$ cat src/rtl/q_pack8.sv
// q_pack8: packs a signed byte stream little-endian into 32-bit words and buffers them in a FWFT FIFO.
// Optional signed min/max tracking of each frame is built when Q_PACK8_STATS_EN is defined.
module q_pack8 #(
  parameter int DEPTH = 8,
  parameter int CNT_W = 16
) (
  input  logic             CLK,
  input  logic             RESET_X,
  input  logic             START,
  input  logic [CNT_W-1:0] LEN,
  input  logic             IN_EN,
  input  logic [7:0]       IN_DATA,
  output logic             IN_READY,
  output logic             OUT_VALID,
  output logic [31:0]      OUT_DATA,
  output logic [3:0]       OUT_MASK,
  output logic             OUT_LAST,
  input  logic             OUT_READY,
  output logic             BUSY,
  output logic             DONE,
  output logic             OVERRUN,
  output logic [7:0]       MIN,
  output logic [7:0]       MAX
);
  localparam int AW = $clog2(DEPTH);

  typedef enum logic [1:0] {IDLE, PACK, DRAIN} state_t;

  state_t           state_q, state_d;
  logic [CNT_W-1:0] len_q, cnt_q;
  logic [23:0]      asm_q;
  logic [36:0]      mem [DEPTH];
  logic [AW-1:0]    wr_ptr, rd_ptr;
  logic [AW:0]      fifo_cnt;
  logic [AW+1:0]    committed;
  logic [36:0]      head;
  logic [31:0]      word_data;
  logic [3:0]       word_mask;
  logic [1:0]       lane;
  logic             done_q, ovr_q;
  logic             start_frame, accept, last_byte, push, pop, done_set;

  // Handshakes: a byte moves when IN_EN & IN_READY, a word moves when OUT_VALID & OUT_READY;
  // IN_READY and OUT_VALID depend only on registered state, never on IN_EN or OUT_READY.
  assign start_frame = (state_q == IDLE) && START && (LEN != '0);
  assign lane        = cnt_q[1:0];
  // One FIFO slot stays reserved for the word under assembly so the push never overflows.
  assign committed   = {1'b0, fifo_cnt} + (AW+2)'(state_q == PACK);
  assign IN_READY    = (state_q == PACK) && (committed <= (AW+2)'(DEPTH - 2));
  assign accept      = IN_EN && IN_READY;
  assign last_byte   = (cnt_q + CNT_W'(1)) == len_q;
  assign push        = accept && ((lane == 2'd3) || last_byte);
  assign word_data   = {8'h00, asm_q} | ({24'h000000, IN_DATA} << {lane, 3'b000});

  assign head      = mem[rd_ptr];
  assign OUT_VALID = (fifo_cnt != '0);
  assign pop       = OUT_VALID && OUT_READY;
  assign OUT_DATA  = OUT_VALID ? head[31:0]  : 32'h0;
  assign OUT_MASK  = OUT_VALID ? head[35:32] : 4'h0;
  assign OUT_LAST  = OUT_VALID && head[36];
  assign BUSY      = (state_q != IDLE);
  assign DONE      = done_q;
  assign OVERRUN   = ovr_q;

  always_comb begin
    word_mask = 4'b0001;
    unique case (lane)
      2'd0: word_mask = 4'b0001;
      2'd1: word_mask = 4'b0011;
      2'd2: word_mask = 4'b0111;
      2'd3: word_mask = 4'b1111;
      default: word_mask = 4'b0001;
    endcase
  end

  always_ff @(posedge CLK or posedge RESET_X) begin
    if (RESET_X) state_q <= IDLE;
    else         state_q <= state_d;
  end

  always_comb begin
    state_d  = state_q;
    done_set = 1'b0;
    unique case (state_q)
      IDLE: begin
        if (START) begin
          if (LEN != '0) state_d  = PACK;
          else           done_set = 1'b1;
        end
      end
      PACK:  if (push && last_byte) state_d = DRAIN;
      DRAIN: begin
        if (pop && head[36]) begin
          state_d  = IDLE;
          done_set = 1'b1;
        end
      end
      default: state_d = IDLE;
    endcase
  end

  always_ff @(posedge CLK or posedge RESET_X) begin
    if (RESET_X) begin
      len_q  <= '0;
      cnt_q  <= '0;
      asm_q  <= '0;
      ovr_q  <= 1'b0;
      done_q <= 1'b0;
    end else begin
      done_q <= done_set;
      if (start_frame) begin
        len_q <= LEN;
        cnt_q <= '0;
        asm_q <= '0;
        ovr_q <= 1'b0;
      end else begin
        if (accept) begin
          cnt_q <= cnt_q + CNT_W'(1);
          asm_q <= push ? 24'h000000 : word_data[23:0];
        end
        if ((state_q == PACK) && IN_EN && !IN_READY) ovr_q <= 1'b1;
      end
    end
  end

  always_ff @(posedge CLK or posedge RESET_X) begin
    if (RESET_X) begin
      wr_ptr   <= '0;
      rd_ptr   <= '0;
      fifo_cnt <= '0;
    end else begin
      if (push) wr_ptr <= wr_ptr + AW'(1);
      if (pop)  rd_ptr <= rd_ptr + AW'(1);
      case ({push, pop})
        2'b10:   fifo_cnt <= fifo_cnt + (AW+1)'(1);
        2'b01:   fifo_cnt <= fifo_cnt - (AW+1)'(1);
        default: fifo_cnt <= fifo_cnt;
      endcase
    end
  end

  // Storage needs no reset: the outputs are gated by OUT_VALID.
  always_ff @(posedge CLK) begin
    if (push) mem[wr_ptr] <= {last_byte, word_mask, word_data};
  end

`ifdef Q_PACK8_STATS_EN
  logic [7:0] min_q, max_q;

  always_ff @(posedge CLK or posedge RESET_X) begin
    if (RESET_X) begin
      min_q <= 8'h7F;
      max_q <= 8'h80;
    end else if (start_frame) begin
      min_q <= 8'h7F;
      max_q <= 8'h80;
    end else if (accept) begin
      if ($signed(IN_DATA) < $signed(min_q)) min_q <= IN_DATA;
      if ($signed(IN_DATA) > $signed(max_q)) max_q <= IN_DATA;
    end
  end

  assign MIN = min_q;
  assign MAX = max_q;
`else
  assign MIN = 8'h00;
  assign MAX = 8'h00;
`endif

endmodule

$ cat config.mk
export PLATFORM = sky130hd
export DESIGN_NAME = q_pack8
export DESIGN_NICKNAME = d
export VERILOG_FILES = /design/src/rtl/q_pack8.sv
export SDC_FILE = /design/constraint.sdc
export NUM_CORES = 1
export LEC_CHECK = 0
export ABC_AREA = 1
export ABC_CLOCK_PERIOD_IN_PS = 6000
export CAP_MARGIN = 20
export CORE_MARGIN = 2
export CORE_UTILIZATION = 35
export DETAILED_ROUTE_END_ITERATION = 10
export GPL_TIMING_DRIVEN = 0
export HOLD_SLACK_MARGIN = 0.05
export PLACE_DENSITY = 0.53
export SLEW_MARGIN = 10
export SYNTH_ARGS = -nofsm -noshare
export SYNTH_HDL_FRONTEND = slang
export SYNTH_SLANG_ARGS = --single-unit
$ cat constraint.sdc
create_clock -name CLK -period 6 [get_ports CLK]
set_input_delay 0.9 -clock CLK [delete_from_list [all_inputs] [get_ports CLK]]
set_output_delay 0.9 -clock CLK [all_outputs]
set_load 0.03 [all_outputs]
# --- Yosys cells after proc, flatten, opt, wreduce, memory -nomap -nowiden ---
# Memories as Yosys holds them, arrays and structs flattened.
# Index checks and enable logic that the tools add are counted.
word_totals:
  reg_bits: 70
  ramBits: 296
  in_bits: 29
  out_inout_bits: 58
  mem_count: 1
classes:
  add_sub_neg: 6
  n_lt_le_gt_ge: 1
  n_eq_ne: 12
  shift: 1
  muxes: 22
  bitwise_logic: 1
  reduce_logical: 22
mem_list:
  columns: ["name", "depth", "word_bits", "read_ports", "rd_ports_with_merged_regs", "wr", "line_no", "rtl"]
  rows:
  - ["mem", 8, 37, 1, 0, 1, "32", "logic [36:0] mem [DEPTH];"]
op_table:
  columns: ["operator", "count"]
  rows:
  - ["$mux 24", 3]
  - ["$mux 16", 2]
  - ["$mux 32", 1]
  - ["$or 24x32->32", 1]
  - ["$shl 8x5->32", 1]
  - ["$add 16x1->16 const B", 1]
  - ["$eq 16x16->1", 1]
  - ["$pmux 4 s4", 1]
  - ["$reduce_bool 16->1", 1]
  - ["$logic_and 1x1->1", 11]
  - ["$eq 2x2->1 const B", 4]
  - ["$mux 2", 4]
  - ["$pmux 4 s2", 1]
  - ["$reduce_bool 2->1", 4]
  - ["$mux 1", 7]
  - ["$add 3x1->3 const B", 2]
  - ["$eq 2x1->1 const B", 3]
  - ["$ne 2x2->1 const B", 3]
  - ["$pmux 2 s3", 1]
  - ["$add 4x1->5", 1]
  - ["$le 5x3->1 const B", 1]
  - ["$add 4x1->4 const B", 1]
  - ["$logic_not 2->1", 2]
  - ["$mux 4", 1]
  - ["7 further kinds", 7]

# --- Depth between registers and ports, before layout ---
depth:
  depth_word: 9
  depth_mapped: 22
  mapped_depth_nobuf: 22

# --- Worst setup path after synthesis ---
# OpenSTA, ideal clock, no wires.
synth_timing:
  path_type: "register -> register"
  startpoint: "register cnt_q[1]"
  endpoint: "memory mem[0][0] (enable)"
  arrival_ns: 3.083
  path_slack_ns: 2.517
  stages_incl_launch_ff: 16
  path_buffers: 1
  synth_period_minus_slack_ns: 3.483
  cell_sequence: "dfrtp_1 -> clkbuf_1 -> clkinv_1 -> ha_1 -> inv_1 -> nand2_1 -> nand4_1 -> nor2_1 -> nand2_1 -> nor2_1 -> nand3_1 -> nor2_2 -> nand2_4 -> nand2_8 -> nand3_4 -> nor2_2"
synth_between:
  elab_chain_len: 6
synth_lines:
  columns: ["item", "line_no", "rtl"]
  rows:
  - ["start: declaration", "30", "logic [CNT_W-1:0] len_q, cnt_q;"]
  - ["start signal: assignment", "118", "cnt_q <= cnt_q + CNT_W'(1);"]
  - ["$add 16x1->16", "51", "assign last_byte = (cnt_q + CNT_W'(1)) == len_q;"]
  - ["$eq 16x16->1", "51", null]
  - ["$logic_or 1x1->1 *", "52", "assign push = accept && ((lane == 2'd3) || last_byte);"]
  - ["$logic_and 1x1->1 *", "52", null]
  - ["$mux 1 *", "144", "if (push) mem[wr_ptr] <= {last_byte, word_mask, word_data};"]
  - ["$mux 1 (implied by the code) *", "144", null]
  - ["end: declaration", "32", null]
# Mark *: on every way between the ends. The rest lies on a longest branch, timed or not.

# --- Worst setup path after layout ---
layout_timing:
  startpoint: "register rd_ptr[0]"
  endpoint: "output port OUT_DATA[1]"
layout_between:
  elab_chain_len: 2
layout_lines:
  columns: ["item", "line_no", "rtl"]
  rows:
  - ["start: declaration", "33", "logic [AW-1:0] wr_ptr, rd_ptr;"]
  - ["start signal: assignment", "133", "if (pop) rd_ptr <= rd_ptr + AW'(1);"]
  - ["$mem_v2 8x37", null, null]
  - ["$mux 32", "58", "assign OUT_DATA = OUT_VALID ? head[31:0] : 32'h0;"]
  - ["end: declaration", "15", "output logic [31:0] OUT_DATA,"]
# Every way passes these cells.

==> flow_summary.ini <==
[run_status]
status = complete, no violations

[routing]
drtAntennaViolNets = 0
drt_iter0_drc = 777
via_per_inst = 5.031
routed_wl_mm = 42.79
dr.pass1.iters = 5
drc = 0
wire_per_inst_um = 19.22
vias = 11200

[floorplanning]
die_w_um = 215.4
rows = 77
core_area_um2 = 44220
die_h_um = 215.4
die_area_um2 = 46410
start_util_pct = 35.38
io_pins = 87

[synth]
syn_inst = 1458
synth_edf_count = 288
synth_top_cell_by_area = edfxtp_1
yosys_warnings = 0
seq_area_frac_synth_pct = 66.46
avgSynthCellArea_um2 = 10.73
synth_ff_type = edfxtp_1
ys_ff_latch = 358
synthArstFlopShare_pct = 19.55
synthTopCellsByArea = edfxtp_1 (55%), dfrtp_1 (11%), o21ai_0 (7.1%)
ys_types = 41
synthesis.area_um2 = 15650
synth.top_cell.area_share_pct = 55.27

[pwr]
power_leakage_nw = 6.959
power_density_nw_per_um2 = 528.0
ir_drop_mv = 0.2537

[critical_path]
crit_path_start_kind = register
worstRegToRegCells = 22
cp.arrival_ns = 3.95
cp.required_ns = 5.10
cp-startpoint = rd_ptr[0]$_DFFE_PP0P_
regToRegStartpoint = cnt_q[1]$_DFFE_PP0P_
critPathKind = reg -> out
end_kind = output port
crit_fanout = 10

[global_routing]
grt_max_degree = 56
grt_pass1_vias = 11050
grt_antenna_before_repair = 0
overflow = 0
met3_usage_pct = 2.664
grt_use_met1_pct = 24.93
grt_usage_pct = 18.53
grt_pass1_wl_mm = 65.21
busiest_layer = met2
use_met2_pct = 30.60

[clock_network]
numCtsBuffers = 40
clockBufferDepth = 3
post-cts-setup-buffer-count = 0
cts_resized = 0
cts_tree = built
clk_pin_slew_ns = 0.06
cts_hold_buf = 0
htree_levels = 2
clk_latency_ns = 0.55
root_buffer = clkbuf_16
cts.sinks = 358

[place]
globalplace.congestion = 0.8342
post-place-ws_ns = 1.753
hpwlAfterDp_mm = 29.55
port_buffers = 70

[hold_path]
hold_class = reg -> reg
hp-start = asm_q[19]$_DFFE_PP0P_
hold_depth = 2

[timing]
finalClockSkew_ns = 0.01359
period_needed_ns = 4.846
slew_viol_final = 0
fin_ws_ns = 1.154
tightest_slew_ns = 1.080
setup_viol = 0
rsz0062_at_grt = no
post-route-period-util_pct = 80.76
setup_tns_ns = 0
hold_violations = 0
slew_headroom_pct = 27.27
timing.fmax_mhz = 206.4

[final_layout]
antennaDiodeCount = 0
drive_above_1_share_pct = 8.752
area_growth_pct = 20.13
fin_nets = 1643
fillCellCount = 4200

[flow_run]
drv_cap = 0
==> synthesized netlist by cell type, types with 6 or more instances <==
cell type / n
clkbuf_1: 55
buf_4: 18
nand4_1: 35
o21ai_0: 222
nand2_1: 179
ha_1: 10
xor2_1: 7
nor2_2: 13
dfrtp_1: 70
inv_2: 7
nand2_2: 7
edfxtp_1: 288
nand3_1: 35
nor2_1: 274
inv_1: 91
buf_2: 6
a31oi_1: 36
o22ai_1: 43
buf_1: 11
a21oi_1: 10
==> report_power, final <==
group	switching [mW]	internal, mW	total (mW)
clock	0.962	1.43	2.39
combinational	2.92	1.32	4.24
sequential	0.158	3.14	3.30
==> stage by stage <==
step	std cells	area [µm²]	hold WS [ns]	util [%]	power, mW
5_1_grt	2226	18800	0.4958	42.51	10.52
6_report	2226	18800	0.4778	42.51	9.924
3_5_place_dp	2151	17500	0.4656	39.58	7.607
4_1_cts	2223	18780	0.4816	42.48	10.01
2_1_floorplan	1473	15700	0.4494	-	5.926
3_3_place_gp	2135	17150	0.4628	38.77	7.527
==> critical path: stages (launching register included) <==
cell             delay [ns]
dfrtp_1                0.39
buf_2                  0.20
clkinv_1               0.25
clkbuf_1               0.43
clkbuf_1               0.55
nor2_1                 0.09
o22ai_1                0.21
o21ai_0                0.10
a31oi_1                0.41
clkdlybuf4s50_1        0.76
==> registers in the layout (all words and copies together), names as in the netlist, 2 cells and up <==
register and flops:
len_q 16, cnt_q 16, fifo_cnt 4, state_q 2, mem 288, wr_ptr 3, asm_q 24, rd_ptr 3
==> cells by family after synthesis <==
| kind of cell | Yosys count | synth area share (%) |
|---|---|---|
| simple gates | 567 | 15.79 |
| flops | 358 | 66.46 |
| compound gates | 317 | 10.90 |
| buf+inv | 194 | 5.230 |
| xor+xnor | 11 | 0.7916 |
| fa+ha+maj | 10 | 0.7996 |
| other cells | 1 | 0.02397 |
==> area by class of cell <==
| type | instances | area, µm² | area share, % |
|---|---|---|---|
| Sequential cell | 358 | 10400 | 55.33 |
| Multi-Input combinational cell | 921 | 4526 | 24.07 |
| Clock buffer | 58 | 1119 | 5.950 |
| Timing Repair Buffer | 89 | 1031 | 5.485 |
| Tap cell | 592 | 740.7 | 3.940 |
| Buffer | 92 | 435.4 | 2.316 |
| Inverter | 102 | 385.4 | 2.050 |
| Clock inverter | 14 | 161.4 | 0.8586 |
==> cells in the final DEF (no fill, tap or decap), types with 5 or more instances in the layout <==
master           netlist  layout
clkinv_1               4       8
inv_1                 91      90
conb_1                 1      16
nor2_1               274     274
a21oi_1               10      10
clkbuf_8               0       5
nand3_1               35      35
nor4_1                 5       5
clkdlybuf4s50_1        0      70
xor2_1                 7       7
buf_16                 0       8
nand2_1              179     179
nand4_1               35      35
ha_1                  10      10
clkbuf_16              0      40
clkbuf_1              55      68
o21ai_0              222     218
nor2_2                13       5
nor2_4                 3      11
buf_4                 18      22
o22ai_1               43      43
dfrtp_1               70      70
nand2_2                7       7
a31oi_1               36      36
inv_2                  7       7
buf_2                  6      10
o21ai_1                2       6
buf_1                 11      11
edfxtp_1             288     288
==> metal layers <==
metal	share of wire [%]	vias to the layer above
li1	-	5362
met1	44	5431
met2	47	329
met3	5.6	78
met4	3.1	0
met5	0	-
==> final timing paths <==
path	end	slack [ns]
setup / recovery	OUT_DATA[1]	1.15
hold / removal	asm_q[19]$_DFFE_PP0P_	0.48
setup reg to reg	fifo_cnt[2]$_DFFE_PP0P_	1.87
hold reg to reg	asm_q[19]$_DFFE_PP0P_	0.48
max in group asynchronous	fifo_cnt[2]$_DFFE_PP0P_	4.75
min in group asynchronous	asm_q[7]$_DFFE_PP0P_	0.68
Power figures use the tool's default switching activity.
